## config.mk

```make
export PLATFORM = sky130hd
export DESIGN_NAME = pipe_stage_reg
export DESIGN_NICKNAME = d
export VERILOG_FILES = /design/src/rtl/pipe_stage_reg.sv
export SDC_FILE = /design/constraint.sdc
export NUM_CORES = 1
export LEC_CHECK = 0
export ABC_AREA = 1
export CORE_AREA = 2 2 86 88
export DETAILED_ROUTE_END_ITERATION = 8
export DIE_AREA = 0 0 88 90
export PLACE_DENSITY = 0.76
export SLEW_MARGIN = 5
export SYNTH_ARGS = -nofsm -noshare
export SYNTH_HDL_FRONTEND = slang
export SYNTH_SLANG_ARGS = --single-unit
```

## constraint.sdc

```tcl
create_clock -name clk -period 1.42 [get_ports clk]
set_input_delay 0.284 -clock clk [delete_from_list [all_inputs] [get_ports clk]]
set_output_delay 0.284 -clock clk [all_outputs]
set_load 0.005 [all_outputs]
```

## src/rtl/pipe_stage_reg.sv

```systemverilog
// pipe_stage_reg: valid/ready pipeline register carrying data, instruction
// and control fields, with a saturating back-pressure cycle counter.
// Build option: define PIPE_STAGE_SKID_EN for a two-entry skid buffer with
// registered in_ready. Without it, the stage is a single entry with in_ready
// derived combinationally from out_ready.
module pipe_stage_reg #(
    parameter int DATA_W  = 24,
    parameter int INSTR_W = 19,
    parameter int CTRL_W  = 2
) (
    input  logic               clk,
    input  logic               reset,
    input  logic               flush,
    input  logic               in_valid,
    output logic               in_ready,
    input  logic [DATA_W-1:0]  in_data,
    input  logic [INSTR_W-1:0] in_instr,
    input  logic [CTRL_W-1:0]  in_ctrl,
    output logic               out_valid,
    input  logic               out_ready,
    output logic [DATA_W-1:0]  out_data,
    output logic [INSTR_W-1:0] out_instr,
    output logic [CTRL_W-1:0]  out_ctrl,
    output logic [15:0]        stall_cnt
);

`ifdef PIPE_STAGE_SKID_EN
    typedef enum logic [1:0] {ST_EMPTY, ST_ONE, ST_TWO} state_t;
`else
    typedef enum logic {ST_EMPTY, ST_FULL} state_t;
`endif

    state_t             state_q, state_d;
    logic [DATA_W-1:0]  data_q,  data_d;
    logic [INSTR_W-1:0] instr_q, instr_d;
    logic [CTRL_W-1:0]  ctrl_q,  ctrl_d;
    logic [15:0]        stall_q, stall_d;
    logic               accept;
    logic               out_xfer;

`ifdef PIPE_STAGE_SKID_EN
    logic               in_ready_q, in_ready_d;
    logic [DATA_W-1:0]  skid_data_q,  skid_data_d;
    logic [INSTR_W-1:0] skid_instr_q, skid_instr_d;
    logic [CTRL_W-1:0]  skid_ctrl_q,  skid_ctrl_d;

    assign in_ready = in_ready_q;
`else
    assign in_ready = (state_q == ST_EMPTY) || out_ready;
`endif

    assign out_valid = (state_q != ST_EMPTY);
    assign out_data  = data_q;
    assign out_instr = instr_q;
    assign out_ctrl  = ctrl_q;
    assign stall_cnt = stall_q;

    // Flush suppresses both handshakes for the cycle it is asserted.
    assign accept   = in_valid && in_ready && !flush;
    assign out_xfer = out_valid && out_ready && !flush;

    // Next-state, payload and stall-counter computation.
    always_comb begin
        state_d = state_q;
        data_d  = data_q;
        instr_d = instr_q;
        ctrl_d  = ctrl_q;
        stall_d = stall_q;
`ifdef PIPE_STAGE_SKID_EN
        skid_data_d  = skid_data_q;
        skid_instr_d = skid_instr_q;
        skid_ctrl_d  = skid_ctrl_q;

        if (flush) begin
            state_d = ST_EMPTY;
        end else begin
            case (state_q)
                ST_EMPTY: begin
                    if (accept) begin
                        state_d = ST_ONE;
                        data_d  = in_data;
                        instr_d = in_instr;
                        ctrl_d  = in_ctrl;
                    end
                end
                ST_ONE: begin
                    if (accept && out_xfer) begin
                        data_d  = in_data;
                        instr_d = in_instr;
                        ctrl_d  = in_ctrl;
                    end else if (accept) begin
                        // Main entry is stalled: park the newcomer behind it.
                        state_d      = ST_TWO;
                        skid_data_d  = in_data;
                        skid_instr_d = in_instr;
                        skid_ctrl_d  = in_ctrl;
                    end else if (out_xfer) begin
                        state_d = ST_EMPTY;
                    end
                end
                ST_TWO: begin
                    if (out_xfer) begin
                        state_d = ST_ONE;
                        data_d  = skid_data_q;
                        instr_d = skid_instr_q;
                        ctrl_d  = skid_ctrl_q;
                    end
                end
                default: state_d = ST_EMPTY;
            endcase
        end

        // in_ready is registered, so it reflects room after this edge.
        in_ready_d = (state_d != ST_TWO);
`else
        if (flush) begin
            state_d = ST_EMPTY;
        end else if (accept) begin
            state_d = ST_FULL;
            data_d  = in_data;
            instr_d = in_instr;
            ctrl_d  = in_ctrl;
        end else if (out_xfer) begin
            state_d = ST_EMPTY;
        end
`endif

        if (out_valid && !out_ready && !flush && (stall_q != '1)) begin
            stall_d = stall_q + 16'd1;
        end
    end

    // State, payload and counter registers with synchronous active-low reset.
    always_ff @(posedge clk) begin
        if (!reset) begin
            state_q <= ST_EMPTY;
            data_q  <= '0;
            instr_q <= '0;
            ctrl_q  <= '0;
            stall_q <= '0;
`ifdef PIPE_STAGE_SKID_EN
            in_ready_q   <= 1'b1;
            skid_data_q  <= '0;
            skid_instr_q <= '0;
            skid_ctrl_q  <= '0;
`endif
        end else begin
            state_q <= state_d;
            data_q  <= data_d;
            instr_q <= instr_d;
            ctrl_q  <= ctrl_d;
            stall_q <= stall_d;
`ifdef PIPE_STAGE_SKID_EN
            in_ready_q   <= in_ready_d;
            skid_data_q  <= skid_data_d;
            skid_instr_q <= skid_instr_d;
            skid_ctrl_q  <= skid_ctrl_d;
`endif
        end
    end

endmodule

```

==> run metrics <==
Compound-Gate Fraction of Synth Area approximately an eighth; Finish-stage setup viols 0; syn nets 400; normalized max-slew margin just under 80%; flop-to-flop setup slack ~65 ps; Warnings, synthesis 0; Total Nets Final 532; row count 31; r2r startpoint stall_cnt[1]; Post-Syn Instances roughly 350; Power Dens Cells between 900 and 1000 nW/µm²; share of cells above drive strength 1 20.8%; Die Area roughly 7900 µm²; vias in the first global route 2522; largest family of logic cells by synthesized area simple AND/OR/NAND/NOR gates; Distinct cells, synth 20; post-synthesis adder-cell area fraction less than 1%; Slew Viols, Final 0; Initial Util a little over a third; hold path depth 4; multi-input logic area around 1200 µm²; Worst-Skew Late Latency 340 ps; CP arrival about 1600 ps; crit-path max cell delay 360 ps; average wire per standard cell 12.6 µm; Total GRT Usage 18.3%; crit path max-delay cell type dfxtp_2; number of port buffers 112; CP Class reg2reg; buffer and inverter count on the worst path 2; n_diodes 0; reg-to-reg endpoint stall_cnt[5]; Detail Placement HPWL 4980 µm; Seq/Total Area, Yosys between 40 and 50%; DRC errors left 0; Clk pin slew, worst setup/hold paths around 70 ps; largest net degree at the start of global routing 35; initial antenna violation count 0; most frequent cells in the layout nor2_1, dlygate4sd2_1, clkdlybuf4s50_1; Crit path max-delay family flip-flops; Max Cap Viol 0; crit path time final about 1400 ps; CTS tree done; DR iter-0 viols between 70 and 80; Chip Height approximately 90 µm; global-route wire length before repair roughly 11000 µm; core area between 7000 and 8000 µm²; I/O pin total between 100 and 150; clock tree buffer depth 2; Post-Syn Area between 2000 and 3000 µm²; setup slack after layout about 65 ps; Hold Crit Class in2reg; Initial DRT Pass Iterations 4; Worst Skew 6.60 ps; status finished clean; Hold Vio Cnt, Final 0; Required @ worst endpoint 1650 ps; mux contribution to synthesized area 0%; crit path cell chain ha_4, inv_2, nor2_4, nand4_4, clkbuf_16, a21oi_1, nor2_1; worst r2r path cells 7; Post-Route Utilization around 60%; H-tree lvl count 3; simple logic cell fraction of the synthesized area between 30% and 40%; Leak a little under 0.002 µW; Peak VDD IR 0.694 mV; hold path start reset; most common cell after layout, fill and taps aside nor2_1; Worst Path Max Fanout 9; Fill cells 636; GR Overflow Total 0; Final GP Congestion 0.800; via count ~2.8k; Post-CTS Hold Buffers 0; Hold Path End out_ctrl[1]; Die W about 88 µm; worst slack, placed -358 ps; RSZ-0062 raised after global routing yes; startpoint class of the critical path flop; Inserted Clock Buffers 9; Final ANT Viol Nets 0; #FFs+latches synth between 60 and 70; clock sinks 62; fin crit share between 90% and 100%; syn_area_per_cell approximately 7.3 µm²; drt total wl ~7400 µm; highest clock rate between 700 and 800 MHz; area grow syn2layout 66.9%; Sequential Area 1290 µm²; root buf cell clkbuf_8; DR vias/cell roughly 4.7; Post-Synth XOR/XNOR Area 0%; critical path capture point type flop; Slew @ Worst Pin between 300 and 400 ps
-- sequential cells by signal, indices dropped and copies added (netlist names) --
| register | count |
|---|---|
| out_data | 24 |
| stall_cnt | 16 |
| out_valid | 1 |
| out_ctrl | 2 |
| out_instr | 19 |
-- worst max-delay path by stage --
stage / from / end / cells past startpoint
after global routing: stall_cnt[8] / stall_cnt[8] / 8
after detailed placement: out_ready / stall_cnt[10] / 9
final: stall_cnt[1] / stall_cnt[5] / 7
after global placement: out_ready / stall_cnt[14] / 9
after CTS: out_valid / stall_cnt[13] / 8
after floorplan: stall_cnt[0] / stall_cnt[8] / 7
-- worst min-delay path, cell delays in order --
cell     delay, ps
buf_2          110
buf_4          200
o21ai_0         90
nor2_1          40
-- timing repair --
item | 4_1_cts | 5_1_grt
cloned | 0 | 3
endpoints found under the setup margin | 65 | 20
setup buffers | 10 | 2
gates resized for setup | 98 | 30
pin swaps | 0 | 7
-- report_power, final --
group	total (µW)	leakage (µW)	switching, µW	internal (µW)
Clock	1680	0.000106	695	985
Sequential	1860	0.000522	41.9	1820
Combinational	505	0.00130	212	292
Total	4050	0.00193	950	3100
-- cells in the mapped netlist --
master    number  area (µm²)
o21ai_0       46         230
clkbuf_1       9        33.8
inv_1         14        52.6
dfxtp_1       62        1240
a21oi_1       10        50.1
ha_1           1        12.5
nor2_2         2        12.5
nor3_1         2        10.0
nand2_1       35         131
nand2_2        1        6.26
a21oi_2        4        35.0
nor2_4         3        33.8
nand3_2        2        20.0
inv_2          1        3.75
buf_2          4        20.0
buf_6          3        33.8
buf_4          1        7.51
nand3_1       20         100
nand4_4        1        21.3
nor2_1       128         480
-- cell type report --
class | count | area share (%)
inverters | 15 | 1.33
repair buffers | 138 | 31.0
clock inverters | 6 | 2.04
well taps | 99 | 2.93
multi-input cells | 255 | 29.2
clock buffers | 10 | 3.02
flip-flops and latches | 62 | 30.4
-- metal layers --
layer	track usage [%]	vias to the layer above	share of wire [%]
met2	29.7	110	47
met5	0	-	0
met1	20.1	1256	40
li1	-	1380	-
met4	7.31	0	2.5
met3	8.82	22	10
-- through the flow --
stage,power (µW),area (µm²),instances,hold WS [ps],setup TNS [ps]
finish,4050,4230,585,423,0
floorplan,2110,2540,349,413,0
global route,4240,4230,585,441,-688
detailed placement,2480,3810,557,474,-13130
CTS,4090,4080,583,407,-7.19
global placement,2470,3810,557,461,-12610
-- cell families after synthesis --
logic type	after synthesis
adders and majority gates	1
DFF	62
buffers and inverters	32
and+or+nand+nor	194
AOI/OAI and AO/OA	60
Power figures use the tool's default switching activity.
